`src/rtl/vga_sync.sv`:
```
// 640x480@60 VGA raster timing generator: hs/vs, draw qualifier and visible (x,y).
// Define VGA_SYNC_PIXDIV2_EN to tick the raster every second clk (50 MHz clk -> 25 MHz raster).
module vga_sync #(
    parameter int   H_ACTIVE = 640,
    parameter int   H_FP     = 16,
    parameter int   H_SYNC   = 96,
    parameter int   H_BP     = 48,
    parameter int   V_ACTIVE = 480,
    parameter int   V_FP     = 10,
    parameter int   V_SYNC   = 2,
    parameter int   V_BP     = 33,
    parameter logic HS_POL   = 1'b0,
    parameter logic VS_POL   = 1'b0
) (
    input  logic       clk,
    input  logic       rst,
    output logic       draw,
    output logic       hs,
    output logic       vs,
    output logic [9:0] x,
    output logic [8:0] y
);

    localparam int H_TOTAL = H_ACTIVE + H_FP + H_SYNC + H_BP;
    localparam int V_TOTAL = V_ACTIVE + V_FP + V_SYNC + V_BP;

    localparam logic [9:0] H_LAST   = 10'(H_TOTAL - 1);
    localparam logic [9:0] V_LAST   = 10'(V_TOTAL - 1);
    localparam logic [9:0] H_VIS    = 10'(H_ACTIVE);
    localparam logic [9:0] V_VIS    = 10'(V_ACTIVE);
    localparam logic [9:0] HS_START = 10'(H_ACTIVE + H_FP);
    localparam logic [9:0] HS_END   = 10'(H_ACTIVE + H_FP + H_SYNC);
    localparam logic [9:0] VS_START = 10'(V_ACTIVE + V_FP);
    localparam logic [9:0] VS_END   = 10'(V_ACTIVE + V_FP + V_SYNC);

    logic [9:0] hcnt;
    logic [9:0] vcnt;
    logic       tick;
    logic       active;
    logic       hsync_on;
    logic       vsync_on;

`ifdef VGA_SYNC_PIXDIV2_EN
    // Phase starts at 0, so the first tick lands on the second edge after release.
    logic phase;

    always_ff @(posedge clk or negedge rst) begin
        if (!rst) phase <= 1'b0;
        else      phase <= ~phase;
    end

    assign tick = phase;
`else
    assign tick = 1'b1;
`endif

    assign active   = (hcnt < H_VIS) && (vcnt < V_VIS);
    assign hsync_on = (hcnt >= HS_START) && (hcnt < HS_END);
    assign vsync_on = (vcnt >= VS_START) && (vcnt < VS_END);

    // Outputs are decoded from the pre-increment counters, so they lag the counters by one tick.
    always_ff @(posedge clk or negedge rst) begin
        // NOTE: non-blocking assignments keep every register reading the pre-edge counter values.
        if (!rst) begin
            hcnt <= '0;
            vcnt <= '0;
            draw <= 1'b0;
            hs   <= ~HS_POL;
            vs   <= ~VS_POL;
            x    <= '0;
            y    <= '0;
        end else if (tick) begin
            if (hcnt == H_LAST) begin
                hcnt <= '0;
                vcnt <= (vcnt == V_LAST) ? '0 : vcnt + 10'd1;
            end else begin
                hcnt <= hcnt + 10'd1;
            end
            draw <= active;
            hs   <= hsync_on ? HS_POL : ~HS_POL;
            vs   <= vsync_on ? VS_POL : ~VS_POL;
            x    <= active ? hcnt : '0;
            y    <= active ? vcnt[8:0] : '0;
        end
    end

endmodule

```
`config.mk`:
```
export PLATFORM = sky130hd
export DESIGN_NAME = vga_sync
export DESIGN_NICKNAME = d
export VERILOG_FILES = /design/src/rtl/vga_sync.sv
export SDC_FILE = /design/constraint.sdc
export NUM_CORES = 1
export LEC_CHECK = 0
export CORE_MARGIN = 4
export CORE_UTILIZATION = 48
export DETAILED_ROUTE_END_ITERATION = 8
export PLACE_DENSITY = 0.83
export SLEW_MARGIN = 0
export SYNTH_ARGS = -nofsm -noshare
export SYNTH_HDL_FRONTEND = slang
export SYNTH_SLANG_ARGS = --single-unit
export TNS_END_PERCENT = 5
```
`constraint.sdc`:
```
create_clock -name clk -period 1.55 [get_ports clk]
set_input_delay 0.2325 -clock clk [delete_from_list [all_inputs] [get_ports clk]]
set_output_delay 0.2325 -clock clk [all_outputs]
set_load 0.03 [all_outputs]
```
==> results.tsv <==
metric	value	unit
outcome	complete, but fails checks	
failing checks	setup timing	
vias in the first global route	1307	
fmax	602.0	MHz
placed cell count	234	
Total Wirelength	3.701	mm
Worst R2R End	vcnt[4]	
Die Area	4780	um2
Layout Nets	205	
setup violators final	10	
Diodes inserted	0	
Max stage delay on crit path	0.43	ns
Primary FF master, synth	dfrtp_1	
CTS tree	done	
Clock Skew	0.008359	ns
die span in x	69.14	um
Die Y	69.14	um
Routed Antenna Nets	0	
sequential share of the synthesized area	58.72	%
switching share of power	21.06	%
first-pass detailed-route iteration total	4	
GRT Residual Overflow	0	
DR vias	1316	
Remaining DRCs	0	
synthesized area per cell	11.80	um2
slowest CP cell	dfrtp_1	
Clock Sink Count	42	
clock root buffer master	clkbuf_8	
Clock transition at path regs	0.08	ns
MaxCap Viol Count	0	
leakage	1.275	nW
Tcrit/Tclk final	107.2	%
Iteration-0 DRC Markers	84	
Area after DPL	2191	um2
Area growth syn-to-layout	34.31	%
port bufs	23	
Synth cell types	34	
CP required	1.73	ns
All-Layer GR Usage	15.67	%
CP Capture Type	flip-flop	
Pwr Total	1.850	mW
DP Worst Slack	-0.09484	ns
CP Max Fanout	2	
Longest Clk Path Bufs	2	
RSZ-0062 raised after global routing	true	
r2r setup slk	-0.11	ns
count of state elements after synthesis	42	
Flop pwr share	59.2	%
Pint	1.460	mW
critical path data arrival time	1.84	ns
Final Max Slew Viols	0	
largest net degree at the start of global routing	23	
kind of critical path	flip-flop to flip-flop	
Hold Crit Class	primary input to asynchronous set/reset pin	
worst-case reg-to-reg path depth	5	
core region area	3468	um2
most common cell after layout, fill and taps aside	dfrtp_1	
initial antenna violation count	0	
maximum vdd drop	0.6319	mV
first-pass GRT wire length	6.009	mm
Max transition margin	69.51	%
asr flop ratio synth	100.0	%
combinational share of power	1.5	%
H-tree Lvls	2	
crit-path cells	nor4b_4, buf_4, and4_4, nand4_4, mux2_4	
I/O pin cnt	24	
Post-Layout Cell Count	246	
Initial Utilization	51.73	%
row count	21	
routed vias/inst	5.350	
RR Startpoint	hcnt[7]	
final worst path period need	1.661	ns
clock power share	39.3	%
switching power of the nets	389.6	uW
GP Congestion	0.9512	
Slew @ Worst Pin	0.4573	ns
Post-Syn Instances	152	
Final Hold Viols	0	
Synth Net Count	158	
Post-synth EDFFs	0	
Wirelength per Cell	15.04	um
share of layout cells above drive strength 1	27.00	%
final instance area	2410	um2
Cell Pwr Density	767.7	nW/um2
TritonCTS Buffers	5	
latest clock arrival within the worst-skew pair	0.30	ns
area of the mapped netlist	1794	um2
CP Launch Type	flip-flop	
Ys Warns	0	
most frequent cells in the layout	dfrtp_1 (39), buf_4 (19), and2_1 (11), dlymetal6s2s_1 (10)	
worst setup margin	-0.1111	ns
DP HPWL	2.594	mm
-- cell type report --
type | instances | area [um2]
clock inverter | 2 | 12.51
clock buffer | 6 | 82.58
fill | 263 | 1059
sequential | 42 | 1055
multi-input combinational | 95 | 726.9
timing repair buffer | 46 | 441.7
tap | 46 | 57.56
inverter | 9 | 33.78
-- critical path: cells and delay by family (launching register included) --
kind	cells	cell delay [ns]
buf+inv	1	0.18
simple gates	3	0.64
mux	1	0.30
flops	1	0.43
-- Yosys cell counts, drive strengths merged, types with 4 or more instances --
| library cell | number | area share [%] |
|---|---|---|
| and2 | 12 | 4.3 |
| buf | 4 | 2.2 |
| dfrtp | 40 | 56 |
| ha | 4 | 2.8 |
| inv | 9 | 1.9 |
| nand2 | 10 | 2.1 |
| nand3 | 8 | 2.2 |
| nand4 | 5 | 3.4 |
| nor2 | 4 | 0.84 |
| nor3 | 10 | 2.8 |
| o21ai | 8 | 2.2 |
| xor2 | 7 | 3.4 |
-- worst max path at each step --
stage,startpoint,endpoint,cells past startpoint
after floorplan,hcnt[5],vcnt[4],5
after global placement,hcnt[5],vcnt[7],5
after detailed placement,hcnt[5],vcnt[7],5
after CTS,hcnt[5],vcnt[7],5
after global routing,hcnt[7],vcnt[9],6
final,hcnt[7],vcnt[4],5
-- per-stage QoR --
stage / util [%] / TNS [ns] / hold slack [ns]
2_1_floorplan: - / -0.09697 / -0.06309
3_3_place_gp: 63.17 / -0.003812 / 0.2018
3_5_place_dp: 63.17 / -0.4091 / 0.2033
4_1_cts: 66.09 / -0.5932 / 0.4293
5_1_grt: 69.48 / -1.720 / 0.4718
6_report: 69.48 / -0.5312 / 0.4121
-- cells by family after synthesis --
logic type | after synthesis | share of synthesized area [%]
adder cells (fa/ha/maj) | 4 | 2.790
flip-flops | 42 | 58.72
AND/OR/NAND/NOR | 66 | 24.13
AO/OA/AOI/OAI | 14 | 4.114
buffers and inverters | 15 | 4.532
multiplexers | 1 | 0.8366
XOR/XNOR | 10 | 4.882
-- flip-flops by register name, indices dropped and copies added, names as in the netlist --
name  flops
vs        1
y         9
vcnt     10
x        10
hcnt     10
hs        1
draw      1
-- what timing repair did --
| item | CTS | global route |
|---|---|---|
| endpoints found under the hold margin | 18 | 0 |
| pin swaps | 1 | 8 |
| buffers inserted | 0 | 3 |
| hold buffers | 1 | 0 |
| cloned | 0 | 0 |
| endpoints found under the setup margin | 11 | 21 |
| gates resized for setup | 3 | 27 |
-- layer usage --
layer / track usage, % / vias to the layer above / share of wire, %
met4: 6.074 / 0 / 2.2
met2: 24.68 / 41 / 51
met5: 0 / - / 0
met1: 20.23 / 653 / 41
li1: - / 614 / -
met3: 4.797 / 8 / 5.2
-- power groups by stage --
stage	Sequential, mW	Clock [mW]	Combinational [mW]
floorplan	1.12	0	0.000000311
global placement	1.12	0	0.0277
detailed placement	1.12	0	0.0280
CTS	1.10	0.732	0.0300
global route	1.09	0.804	0.0336
finish	1.10	0.726	0.0284
(Power assumes the default switching activity.)
==> patch 1, RTL diff (same flow settings) <==
Build with the macro `VGA_SYNC_PIXDIV2_EN` defined.
--- a/src/rtl/vga_sync.sv
+++ b/src/rtl/vga_sync.sv
@@ -1,4 +1,6 @@
 // 640x480@60 VGA raster timing generator: hs/vs, draw qualifier and visible (x,y).
 // Define VGA_SYNC_PIXDIV2_EN to tick the raster every second clk (50 MHz clk -> 25 MHz raster).
+`define VGA_SYNC_PIXDIV2_EN
+
 module vga_sync #(
     parameter int   H_ACTIVE = 640,
Function: changed (a bounded check fails within 4 cycles, from zero or initial values and one cycle with rst low).
==> patch 1 against the unedited design <==
  * The run still ends with setup timing left
  * Largest cell class unchanged
  * Via count up 15%
  * Highest routed layer unchanged
  * Worst setup slack improved by 0.085 ns
  * Die area up 8.6%
  * First-iteration DRC count grew 55%
  * Non-clock buffer count rose by 3
  * Critical path depth is the same
  * Total power down 2.3%
  * Wire length increased by 14%
  * Synthesized area is 9.8% higher
  * Critical path type unchanged
  * Combinational power up 6%
  * Sequential cell count up 1
  * Count of clock-buffer cells in the layout grew 1
  * Cell area increased by 4.9%
  * Maximum frequency rose by 5.4%
==> patch 1: results (changes against the unedited design) <==
[power_and_ir_drop]
ir_drop_uv = 467  ; -26%

[yosys]
netlist_top_cells_area = dfrtp_1, a22o_1, xnor2_1
yosysWarnings = 0  ; unchanged
syn_nets = 172  ; +8.9%
ys_types = 43  ; +26%
ys_seq_area_frac = 0.548  ; -0.0395

[grt]
grt_max_degree = 26  ; +13%
grt_pass1_wl_um = 7320  ; +22%
antenna_found_initial = 0  ; unchanged

[drt]
drt-initial-drc-count = 130  ; +55%
vias = 1510  ; +15%

[timing]
worst_slack_ns = -0.0263  ; +0.0847 ns
max_slew_margin = 0.697  ; +0.00154
report.final.setup_viol = 2  ; -8

[place]
hpwl_um = 3060  ; +18%

[worst_setup_path]
startpoint = hcnt[0]$_DFFE_PN0P_
crit_arrival_ns = 1.75  ; -0.09 ns
path_max_fanout = 8  ; +6

[run_status]
status = finished, violations left
violations = setup timing

[layout]
largestRegisters = hcnt: 10 flops, vcnt: 10 flops, x: 10 flops
num-nets-final = 222  ; +8.3%
final_layout_size_suffix_gt1_frac = 0.222  ; -0.0478
nFillCells = 304  ; +16%

[clock_tree]
clk_path_buf_depth = 2  ; unchanged
clk_pin_slew_ns = 0.07

-- patch 1: path summary, 6_finish.rpt --
| path | slack, ns | cells past startpoint | to |
|---|---|---|---|
| setup / recovery | -0.03 | 5 | vcnt[8]$_DFFE_PN0P_ |
| hold / removal | 0.43 | 2 | y[0]$_DFFE_PN0P_ |
| setup reg to reg | -0.03 | 5 | vcnt[8]$_DFFE_PN0P_ |
| hold reg to reg | 0.48 | 1 | draw$_DFFE_PN0P_ |
| max in group asynchronous | 0.64 | 3 | x[7]$_DFFE_PN0P_ |
| min in group clk | 0.48 | 1 | draw$_DFFE_PN0P_ |
-- patch 1: final cells by class --
cell class,count,area [µm²],share of cell area
Clock buffer,7,76.3,0.0302
Inverter,8,30.0,0.0119
Multi-Input combinational cell,109,852,0.337
Timing Repair Buffer,49,428,0.169
Tap cell,50,62.6,0.0248
Sequential cell,43,1080,0.427
-- patch 1: what timing repair did --
action / CTS / global route
setup buffers: 0 / 2
pin swaps: 1 / 5
hold endpoints to repair: 16 / 0
endpoints found under the setup margin: 39 / 21
hold buffers: 1 / 0
resized for setup: 25 / 5
-- patch 1: routing by layer --
| layer | part of all wire | up-vias | GRT usage |
|---|---|---|---|
| li1 | - | 709 | - |
| met2 | 0.46 | 47 | 0.267 |
| met5 | 0 | - | 0 |
| met3 | 0.045 | 6 | 0.0471 |
| met4 | 0.019 | 0 | 0.0731 |
| met1 | 0.48 | 748 | 0.266 |
-- patch 1: power by group --
part	switching, mW	internal, mW	total [mW]
Combinational	0.0225	0.00757	0.0301
Clock	0.346	0.310	0.656
Sequential	0	1.12	1.12
-- patch 1: metrics by stage --
step | setup TNS [ns] | utilization | std cells | setup slack (ns)
2_1_floorplan | 0 | - | 166 | 0.00763
3_3_place_gp | 0 | 0.609 | 256 | 0.0418
3_5_place_dp | -0.0170 | 0.609 | 256 | -0.0129
4_1_cts | 0 | 0.628 | 264 | 0.000142
5_1_grt | -0.439 | 0.636 | 266 | -0.0785
6_report | -0.0348 | 0.636 | 266 | -0.0263
-- patch 1: logic make-up (layout without fill, tap and decap cells) --
logic type,Yosys count,after routing,share of synthesized area
xor+xnor,10,10,0.0445
flops,43,43,0.548
fa+ha+maj,4,4,0.0254
buf+inv,14,64,0.0343
simple gates,55,55,0.193
compound gates,40,40,0.156
==> patch 2, RTL diff (same flow settings) <==
Without the edit above. Compare `vcnt` against `V_LAST` with >= in place of ==.
--- a/src/rtl/vga_sync.sv
+++ b/src/rtl/vga_sync.sv
@@ -73,5 +73,5 @@
             if (hcnt == H_LAST) begin
                 hcnt <= '0;
-                vcnt <= (vcnt == V_LAST) ? '0 : vcnt + 10'd1;
+                vcnt <= (vcnt >= V_LAST) ? '0 : vcnt + 10'd1;
             end else begin
                 hcnt <= hcnt + 10'd1;
Function: same outputs for any inputs over 10 cycles, from zero or initial values and one cycle with rst low; that may be too few to reach the edited logic, so the function may still have changed.
==> patch 2 against the unedited design <==
  * The flow finishes with violations (hold timing, setup timing)
  * Synthesized area unchanged
  * Total power increased by 7.7%
  * Wire length decreased by 1.4%
  * Sequential cell count unchanged
  * Die area unchanged
  * Count of clock-buffer cells in the layout increased by 1
  * Cell area increased by 0.42%
  * Non-clock buffer count increased by 5
  * Worst setup slack got worse by 0.0074 ns
==> patch 2: results (changes against the unedited design) <==
[yosys]
synth_common_cells = dfrtp_1, and2_1, nand2_1, nand3_1
syn_nets = 156  ; -1.3%
ys_types = 36  ; +5.9%
yosysWarnings = 0  ; unchanged
synth_cells = 150  ; -1.3%
synth_compound_area_frac = 0.0879  ; +0.0467
netlist_top_cells_area = dfrtp_1, and2_1, dfstp_2
muxShareOfSynthArea = 0.00628  ; -0.00209

[layout]
final_layout_size_suffix_gt1_frac = 0.225  ; -0.0445
multi_input_cells = 99  ; +4.2%
inverters = 4  ; -5
nFillCells = 279  ; +6.1%
buffers = 51  ; +11%
multi_input_area_um2 = 719  ; -1.0%
layout.cells.non_filler = 250  ; +1.6%
num-nets-final = 209  ; +2.0%
synthToLayoutAreaGrowth_pct = 34.9
regArea_mm2 = 0.00105  ; -0.12%
clock_buffers = 7  ; +1
buffer_area_frac = 0.189  ; +0.00596
area_share_clock_buf_inv = 0.0481  ; +0.00863

[timing]
worstMarginPinSlew_ns = 0.510  ; +0.0523 ns
clock_skew_ns = 0.00289  ; -0.00547 ns
finalHoldViolCount = 6  ; +6
finalHoldWorstSlack_ns = -0.0106  ; -0.423 ns
tns_ns = -0.813  ; -0.282 ns
report.final.setup_viol = 11  ; +1
worst_slack_ns = -0.118  ; -0.00741 ns

[place]
portBuffers = 23  ; unchanged
dpl_worst_slack_ns = -0.0847  ; +0.0102 ns
postPlaceCellArea_mm2 = 0.00226  ; +3.0%
hpwl_um = 2560  ; -1.3%
place.gp.congestion = 0.852  ; -10%
dp.cells = 241  ; +3.0%

[clock_tree]
cts.sinks = 42  ; unchanged

[grt]
gr-usage-met1 = 0.184  ; -0.0179
grt_max_degree = 43  ; +87%
grt.total_usage = 0.164  ; +0.00715
use_met3 = 0.0378  ; -0.0102
first_global_vias = 1416  ; +8.3%
grt_use_met2 = 0.280  ; +0.0328
grt_pass1_wl_um = 6290  ; +4.6%
antenna_found_initial = 0  ; unchanged

[run_status]
violations = hold timing, setup timing
status = finished, violations left

[drt]
wl_met2_um = 1830  ; -3.7%
drt-initial-drc-count = 62  ; -26%
met1_length_um = 1560  ; +2.2%
wl_per_cell_um = 14.6  ; -3.0%
drt_pass1_iterations = 4  ; unchanged
vias = 1333  ; +1.3%
wl_met3_um = 143  ; -26%

[worst_setup_path]
crit_path_top_delay_cell = or4_4
path_max_fanout = 8  ; +6
crit_arrival_ns = 1.89  ; +0.05 ns
max_stage_delay_ns = 0.54  ; +0.11 ns

[power_and_ir_drop]
swShare = 0.186  ; -0.0248
ir_drop_uv = 536  ; -15%
p_leak_nw = 1.29  ; +1.3%

==> patch 2: cell count changes after synthesis, moves of 4 or more <==
cell / unedited run / this run
and2_1: 11 / 17
a22o_1: 0 / 6
inv_1: 9 / 4
nor4_1: 0 / 4
xor2_1: 7 / 3
nor3_1: 10 / 1
==> patch 2: timing repair <==
action,CTS,global route
gates resized for setup,7,10
endpoints found under the setup margin,14,36
setup buffers,0,1
cloned,0,0
pin swaps,0,3
==> patch 2: path summary, 6_finish.rpt <==
path,start,slack [ns],endpoint,cells past startpoint
worst max-delay path,vcnt[8]$_DFFE_PN0N_,-0.12,vcnt[2]$_DFFE_PN0N_,4
worst min register to register,vcnt[2]$_DFFE_PN0N_,0.50,y[2]$_DFF_PN0_,1
worst max register to register,vcnt[8]$_DFFE_PN0N_,-0.12,vcnt[2]$_DFFE_PN0N_,4
worst min-delay path,rst,-0.01,vcnt[2]$_DFFE_PN0N_,2
max in group asynchronous,rst,1.19,hs$_DFF_PN1_,2
min in group clk,vcnt[2]$_DFFE_PN0N_,0.50,y[2]$_DFF_PN0_,1
==> patch 2: cell families (layout without fill, tap and decap cells) <==
family,after synthesis,count (layout)
multiplexers,1,1
XOR/XNOR,6,6
adder cells (fa/ha/maj),4,4
buffers and inverters,9,63
AND/OR/NAND/NOR,66,66
flip-flops,42,42
AO/OA/AOI/OAI,22,22
==> patch 2: power by group through the flow <==
stage | sequential [mW] | clock, mW | combinational (mW)
after CTS | 1.09 | 0.891 | 0.0241
after floorplan | 1.12 | 0 | 0.000000322
after global placement | 1.12 | 0 | 0.0234
after detailed placement | 1.12 | 0 | 0.0242
final | 1.10 | 0.875 | 0.0224
after global routing | 1.09 | 0.944 | 0.0276
